--- src/rtl/pll_reconfig_ctrl.sv ---
// pll_reconfig_ctrl
//   Sequences a PLL's dynamic output divider / duty interface. A request is
//   accepted only when the PLL is settled (RUN) or has given up (FAIL). A valid
//   request loads dyn_odiv/dyn_duty, pulses pll_rst for RST_CYCLES cycles, then
//   waits for LOCK_STABLE consecutive cycles of synchronised lock, giving up
//   after LOCK_TIMEOUT cycles. In RUN, any loss of lock is counted and triggers
//   an automatic re-lock.
//
// Ports
//   clk_tb       control clock
//   rst_n        asynchronous active-low reset
//   cfg_req      request level, held by the requester until cfg_ack
//   cfg_odiv     requested divider
//   cfg_duty     requested duty value
//   cfg_ack      one-cycle acceptance pulse
//   cfg_err      one-cycle pulse with cfg_ack when the request is rejected
//   pll_lock     PLL lock, asynchronous to clk_tb
//   pll_rst      PLL reset, active high
//   dyn_odiv     divider value driven to the PLL
//   dyn_duty     duty value driven to the PLL
//   busy         high in RESET or WAIT_LOCK
//   locked       high only in RUN
//   err_timeout  sticky lock-timeout flag
//   err_unlock   sticky loss-of-lock flag
//   unlock_cnt   saturating count of lock losses seen in RUN
module pll_reconfig_ctrl #(
  parameter int DIV_W        = 10,
  parameter int DEF_ODIV     = 100,
  parameter int DEF_DUTY     = 100,
  parameter int RST_CYCLES   = 16,
  parameter int LOCK_STABLE  = 64,
  parameter int LOCK_TIMEOUT = 4096
) (
  input  logic             clk_tb,
  input  logic             rst_n,
  input  logic             cfg_req,
  input  logic [DIV_W-1:0] cfg_odiv,
  input  logic [DIV_W-1:0] cfg_duty,
  output logic             cfg_ack,
  output logic             cfg_err,
  input  logic             pll_lock,
  output logic             pll_rst,
  output logic [DIV_W-1:0] dyn_odiv,
  output logic [DIV_W-1:0] dyn_duty,
  output logic             busy,
  output logic             locked,
  output logic             err_timeout,
  output logic             err_unlock,
  output logic [2:0]       unlock_cnt
);

  localparam logic [1:0] ST_RESET = 2'd0;
  localparam logic [1:0] ST_WAIT  = 2'd1;
  localparam logic [1:0] ST_RUN   = 2'd2;
  localparam logic [1:0] ST_FAIL  = 2'd3;

  localparam int RC_W = $clog2(RST_CYCLES) + 1;
  localparam int ST_W = $clog2(LOCK_STABLE) + 1;
  localparam int TM_W = $clog2(LOCK_TIMEOUT) + 1;

  // Terminal values are compared against the current count, so the transition
  // happens on the edge that completes the last counted cycle.
  localparam logic [RC_W-1:0] RC_LAST = RC_W'(RST_CYCLES - 1);
  localparam logic [ST_W-1:0] ST_LAST = ST_W'(LOCK_STABLE - 1);
  localparam logic [TM_W-1:0] TM_LAST = TM_W'(LOCK_TIMEOUT - 1);

  logic [1:0]       state_q, state_d;
  logic [RC_W-1:0]  rst_cnt_q, rst_cnt_d;
  logic [ST_W-1:0]  stable_q, stable_d;
  logic [TM_W-1:0]  timer_q, timer_d;
  logic             lock_meta_q, lock_s_q, lock_prev_q;
  logic             cfg_ack_q, cfg_ack_d;
  logic             cfg_err_q, cfg_err_d;
  logic [DIV_W-1:0] odiv_q, odiv_d;
  logic [DIV_W-1:0] duty_q, duty_d;
  logic             err_to_q, err_to_d;
  logic             err_ul_q, err_ul_d;
  logic [2:0]       ucnt_q, ucnt_d;

  logic             unlock_ev;
  logic             req_take;
  logic             req_valid;

  // Falling edge of the synchronised lock while running.
  assign unlock_ev = (state_q == ST_RUN) && lock_prev_q && !lock_s_q;

  // A lock loss wins over a simultaneous request; the requester keeps holding
  // cfg_req. The cycle right after an ack is ignored so a requester dropping
  // cfg_req one cycle late is not taken twice.
  assign req_take  = ((state_q == ST_RUN) || (state_q == ST_FAIL)) &&
                     cfg_req && !cfg_ack_q && !unlock_ev;

  assign req_valid = (cfg_odiv != '0) && (cfg_duty != '0) &&
                     ({1'b0, cfg_duty} <= {cfg_odiv, 1'b0});

  always_comb begin
    state_d   = state_q;
    rst_cnt_d = rst_cnt_q;
    stable_d  = stable_q;
    timer_d   = timer_q;
    cfg_ack_d = 1'b0;
    cfg_err_d = 1'b0;
    odiv_d    = odiv_q;
    duty_d    = duty_q;
    err_to_d  = err_to_q;
    err_ul_d  = err_ul_q;
    ucnt_d    = ucnt_q;

    case (state_q)
      ST_RESET: begin
        if (rst_cnt_q == RC_LAST) begin
          state_d   = ST_WAIT;
          rst_cnt_d = '0;
          stable_d  = '0;
          timer_d   = '0;
        end else begin
          rst_cnt_d = rst_cnt_q + RC_W'(1);
        end
      end
      ST_WAIT: begin
        timer_d  = timer_q + TM_W'(1);
        stable_d = lock_s_q ? stable_q + ST_W'(1) : '0;
        if (lock_s_q && (stable_q == ST_LAST)) begin
          state_d = ST_RUN;
        end else if (timer_q == TM_LAST) begin
          state_d  = ST_FAIL;
          err_to_d = 1'b1;
        end
      end
      ST_RUN: begin
        if (unlock_ev) begin
          state_d   = ST_RESET;
          rst_cnt_d = '0;
          err_ul_d  = 1'b1;
          if (ucnt_q != 3'd7) begin
            ucnt_d = ucnt_q + 3'd1;
          end
        end
      end
      default: begin
      end
    endcase

    if (req_take) begin
      cfg_ack_d = 1'b1;
      if (req_valid) begin
        odiv_d    = cfg_odiv;
        duty_d    = cfg_duty;
        err_to_d  = 1'b0;
        err_ul_d  = 1'b0;
        ucnt_d    = 3'd0;
        state_d   = ST_RESET;
        rst_cnt_d = '0;
      end else begin
        cfg_err_d = 1'b1;
      end
    end
  end

  always_ff @(posedge clk_tb or negedge rst_n) begin
    if (!rst_n) begin
      state_q     <= ST_RESET;
      rst_cnt_q   <= '0;
      stable_q    <= '0;
      timer_q     <= '0;
      lock_meta_q <= 1'b0;
      lock_s_q    <= 1'b0;
      lock_prev_q <= 1'b0;
      cfg_ack_q   <= 1'b0;
      cfg_err_q   <= 1'b0;
      odiv_q      <= DIV_W'(DEF_ODIV);
      duty_q      <= DIV_W'(DEF_DUTY);
      err_to_q    <= 1'b0;
      err_ul_q    <= 1'b0;
      ucnt_q      <= 3'd0;
    end else begin
      state_q     <= state_d;
      rst_cnt_q   <= rst_cnt_d;
      stable_q    <= stable_d;
      timer_q     <= timer_d;
      lock_meta_q <= pll_lock;
      lock_s_q    <= lock_meta_q;
      lock_prev_q <= lock_s_q;
      cfg_ack_q   <= cfg_ack_d;
      cfg_err_q   <= cfg_err_d;
      odiv_q      <= odiv_d;
      duty_q      <= duty_d;
      err_to_q    <= err_to_d;
      err_ul_q    <= err_ul_d;
      ucnt_q      <= ucnt_d;
    end
  end

  assign cfg_ack     = cfg_ack_q;
  assign cfg_err     = cfg_err_q;
  assign pll_rst     = (state_q == ST_RESET);
  assign busy        = (state_q == ST_RESET) || (state_q == ST_WAIT);
  assign locked      = (state_q == ST_RUN);
  assign dyn_odiv    = odiv_q;
  assign dyn_duty    = duty_q;
  assign err_timeout = err_to_q;
  assign err_unlock  = err_ul_q;
  assign unlock_cnt  = ucnt_q;

endmodule

--- config.mk ---
export PLATFORM = sky130hd
export DESIGN_NAME = pll_reconfig_ctrl
export DESIGN_NICKNAME = d
export VERILOG_FILES = /design/src/rtl/pll_reconfig_ctrl.sv
export SDC_FILE = /design/constraint.sdc
export NUM_CORES = 1
export LEC_CHECK = 0
export CAP_MARGIN = 40
export CORE_MARGIN = 3
export CORE_UTILIZATION = 30
export DETAILED_ROUTE_END_ITERATION = 6
export PLACE_DENSITY = 0.62
export SLEW_MARGIN = 20
export SYNTH_ARGS = -nofsm -noshare
export SYNTH_HDL_FRONTEND = slang
export SYNTH_SLANG_ARGS = --single-unit
--- constraint.sdc ---
create_clock -name clk_tb -period 3.5 [get_ports clk_tb]
set_input_delay 0.525 -clock clk_tb [delete_from_list [all_inputs] [get_ports clk_tb]]
set_output_delay 0.525 -clock clk_tb [all_outputs]
set_load 0.1 [all_outputs]
==> key figures <==
Synthesis
  – Number of cells produced by synthesis: 252
  – Cell area after technology mapping: 0.00288 mm2
  – Count of warnings emitted by yosys: 0
  – Number of nets produced by synthesis: 289
  – Most used DFF post-synth: sky130_fd_sc_hd__dfrtp_1
  – Proportion of synthesized chip area in sequential cells: between 40% and 50%
  – Async SR Flop Fraction: 100%
  – Number of storage elements in the synthesis netlist: 57
  – Number of different library cells in the post-synthesis netlist: 48
  – Post-synthesis area per instance: 11.4 um2
  – Count of flip-flops with a built-in enable after synthesis: 0

Clock network
  – Clock buffers created by TritonCTS: 9
  – Maximum buffer depth of the clock tree: 2
  – Clock-pin slew of the registers on the worst-case setup and hold paths: 0.08 ns
  – Clock tree from TritonCTS: yes
  – Hold bufs inserted after CTS: 0
  – Buffer cell driving the clock tree root: sky130_fd_sc_hd__clkbuf_8
  – Postcts setup bufs: 0
  – Number of levels in the clock H-tree: 3
  – Number of clock sinks seen by CTS: 57
  – Worst skew pair latency: 0.34 ns
  – Number of gates resized after cts: 0

Floorplanning
  – Vertical die dimension: slightly above 100 um
  – Core region area: 0.00928 mm2
  – Starting density of the core: 31.0%
  – Full die area: 0.0108 mm2
  – Number of top-level pins: 54
  – Die X: 104 um
  – FP Rows: 35

Global route
  – Maximum number of pins on one net before global-route repair: 36
  – Global Route Usage Sum: 13.2%
  – Global route overflow: 0
  – Global-route track usage on met1: 16.8%
  – Vias in the first global route: 2318
  – Antenna violations before repair: 0
  – First-pass GRT wire length: 11.5 mm
  – Met3 capacity usage during global routing: under 10%
  – Fraction of met2 tracks used by global routing: about 22%
  – Peak-usage layer in the global routing report: met2

Timing
  – RSZ-0062 raised after global routing: false
  – Final setup violation count: 0
  – Setup TNS: 0 ns
  – Crit share post-route: about four fifths
  – Worst-Margin Slew: 0.594 ns
  – Minimum clock period after layout: 2.76 ns
  – Pins Over Slew Limit: 0
  – Max-Slew Margin vs Limit: 60.3%
  – Number of hold violations in the final report: 0
  – Achievable Freq: 363 MHz
  – Final setup skew: about 0.010 ns

Setup path
  – Capturing element of the worst setup path: dyn_duty[0]$_DFFE_PN0P_
  – Worst Setup End Kind: flip-flop
  – WP data arrival: 2.99 ns
  – Crit path cell chain: clkdlybuf4s50_1 -> inv_1 -> ha_1 -> a211oi_2 -> o21ai_1 -> o32a_1 -> nor3b_4 -> buf_4 -> mux2_2
  – Critical path class: primary input to flip-flop
  – Setup slack, reg-to-reg: about 1.4 ns
  – Cell with the largest stage delay on the worst path: sky130_fd_sc_hd__clkdlybuf4s50_1
  – Data required time at the worst endpoint: 3.73 ns
  – Worst r2r src: state_q[1]$_DFF_PN0_
  – CP peak stage delay: 0.51 ns
  – Launching instance or port of the critical path: cfg_odiv[7]
  – CP Buf/Inv Count: 3
  – Family of cells with the greatest summed delay on the critical path: buffers and inverters
  – Depth of the most critical reg-to-reg path: 6
  – Startpoint type of the worst setup path: primary input
  – Worst Path Max Fanout: 21
  – Terminus of the critical flop-to-flop path: dyn_duty[7]$_DFFE_PN0P_
  – Critical Path Stages: 9

Power and ir drop
  – Static leakage: roughly 1.9 nW
  – Switching share of total power: roughly two fifths
  – Clock network fraction of total power: approximately a quarter
  – Total Power Consumption: 3.05 mW
  – Switching pwr: about 1.2 mW
  – Max VDD drop: ~0.34 mV
  – Cell Pwr Density: 715 mW/mm2
  – Combinational share of power: 44.0%
  – Proportion of power drawn by flip-flops and latches: between 30% and 40%
  – Design internal power: 1.81 mW

Cells and area
  – Total area of sequential cells: 0.00143 mm2
  – Number of antenna diodes: 0
  – Syn-to-layout area delta: 48.6%
  – Area of combinational cells with multiple inputs: between 0.001 and 0.0015 mm2
  – # nets final: 378
  – Number of inserted filler cells in the final layout: ~850
  – Fraction of final layout cells sized beyond drive strength 1: approximately 25%
  – Area of all placed cells without fillers: 0.00427 mm2

Drt
  – Via count of the routed design: 2265
  – Starting DRC count in detailed routing: 57
  – Routed len/inst: 14.4 um
  – Antenna-violating nets left: 0
  – DRC Markers: 0
  – Average vias per placed instance: between 4 and 5
  – Total routed wirelength: 6.82 mm
  – Iteration count of the initial detailed-routing pass: 4

Status
  – Run status: complete, no violations

Place
  – Weighted congestion at the end of routability-driven global placement: 0.774
  – Area after detailed placement: 0.00400 mm2
  – Number of buffer cells added on primary ports: 53
  – HPWL after DPL: 5.12 mm

Min path
  – HP Class: flip-flop to flip-flop

Run
  – Max-capacitance violation count: 0
[cells in the final DEF, fill, tap and decap left out, drive strengths merged, types with 3 or more instances in the layout]
master	netlist	layout
bufinv	0	3
mux2	21	21
nor3	8	8
dfstp	6	6
clkbuf	5	9
nor4	4	4
nand2b	3	3
nor2	22	22
ha	13	13
dfrtp	51	51
clkdlybuf4s50	0	49
and3	4	4
nand4	4	4
buf	3	36
nand3b	3	3
nand3	13	13
nand2	17	17
a21oi	11	11
xor2	10	10
inv	14	17
o21ai	12	12
[metrics by stage]
step           hold slack, ns  setup slack, ns  util, %  std cells
2_1_floorplan           0.229            0.731        -        252
3_3_place_gp            0.347            0.421     38.1        430
3_5_place_dp            0.345            0.398     43.0        457
4_1_cts                 0.283            0.750     45.7        473
5_1_grt                 0.367            0.593     46.0        475
6_report                0.362            0.743     46.0        475
[kinds of logic (layout without fill, tap and decap cells)]
logic type,Yosys count,in the layout,synth area share (%)
adder cells (fa/ha/maj),13,13,5.65
flip-flops,57,57,49.8
XOR/XNOR,12,12,3.65
AO/OA/AOI/OAI,40,40,9.70
buffers and inverters,22,116,3.44
AND/OR/NAND/NOR,87,87,17.1
multiplexers,21,21,10.6
[final cells by class]
type                       instances  area share, %
clock buffer                       9           2.90
tap                              129           3.78
inverter                          14           1.23
multi-input combinational        173           31.4
clock inverter                     7           2.93
sequential                        57           33.5
timing repair buffer              86           24.2
[cell usage after synthesis, types with 3 or more instances]
cell	number	area (um2)
sky130_fd_sc_hd__nor4_1	4	25.0
sky130_fd_sc_hd__xor2_1	10	87.6
sky130_fd_sc_hd__dfrtp_1	51	1280
sky130_fd_sc_hd__a21oi_1	11	55.1
sky130_fd_sc_hd__nand2_1	17	63.8
sky130_fd_sc_hd__o21ai_0	11	55.1
sky130_fd_sc_hd__nand2b_1	3	18.8
sky130_fd_sc_hd__nor3_1	6	30.0
sky130_fd_sc_hd__ha_1	13	163
sky130_fd_sc_hd__nand3b_1	3	22.5
sky130_fd_sc_hd__nor2_1	22	82.6
sky130_fd_sc_hd__and3_1	4	25.0
sky130_fd_sc_hd__mux2_2	3	33.8
sky130_fd_sc_hd__nand4_1	4	25.0
sky130_fd_sc_hd__mux2_4	18	270
sky130_fd_sc_hd__clkbuf_1	5	18.8
sky130_fd_sc_hd__dfstp_2	6	158
sky130_fd_sc_hd__inv_1	14	52.6
sky130_fd_sc_hd__nand3_1	13	65.1
[per-layer routing]
| layer | vias up | part of all wire (%) |
|---|---|---|
| met5 | - | 0 |
| met4 | 0 | 1.3 |
| met3 | 11 | 4.6 |
| met2 | 63 | 48 |
| met1 | 1107 | 46 |
| li1 | 1084 | - |
[power groups by stage]
stage	combinational (mW)	clock, mW	sequential [mW]
after floorplan	0.398	0	1.39
after detailed placement	1.35	0	0.951
after global placement	1.10	0	0.947
after global routing	1.43	0.817	0.962
final	1.34	0.772	0.939
after CTS	1.35	0.794	0.939
[flip-flops by register name (all words and copies together), names as in the netlist]
name and count:
cfg_ack 1, cfg_err 1, dyn_duty 10, dyn_odiv 10
err_timeout 1, err_unlock 1, lock_meta_q 1, lock_prev_q 1
lock_s_q 1, rst_cnt_q 5, stable_q 7, state_q 2
timer_q 13, unlock_cnt 3
[worst register-to-register path: stages, from the launching register on]
cell	delay, ns
sky130_fd_sc_hd__dfrtp_1	0.61
sky130_fd_sc_hd__inv_1	0.20
sky130_fd_sc_hd__nor3_4	0.42
sky130_fd_sc_hd__nor3_4	0.09
sky130_fd_sc_hd__nor3b_4	0.16
sky130_fd_sc_hd__buf_4	0.24
sky130_fd_sc_hd__mux2_4	0.33
[worst min path at each step]
stage                                from                 endpoint  slack [ns]  cells past startpoint
floorplan                           rst_n        cfg_ack$_DFF_PN0_        0.23                      0
global placement    lock_meta_q$_DFF_PN0_       lock_s_q$_DFF_PN0_        0.35                      0
detailed placement  lock_meta_q$_DFF_PN0_       lock_s_q$_DFF_PN0_        0.35                      0
CTS                                 rst_n  dyn_odiv[8]$_DFFE_PN0P_        0.28                      1
global route        lock_meta_q$_DFF_PN0_       lock_s_q$_DFF_PN0_        0.37                      0
finish              lock_meta_q$_DFF_PN0_       lock_s_q$_DFF_PN0_        0.36                      0
Power figures use the tool's default switching activity.
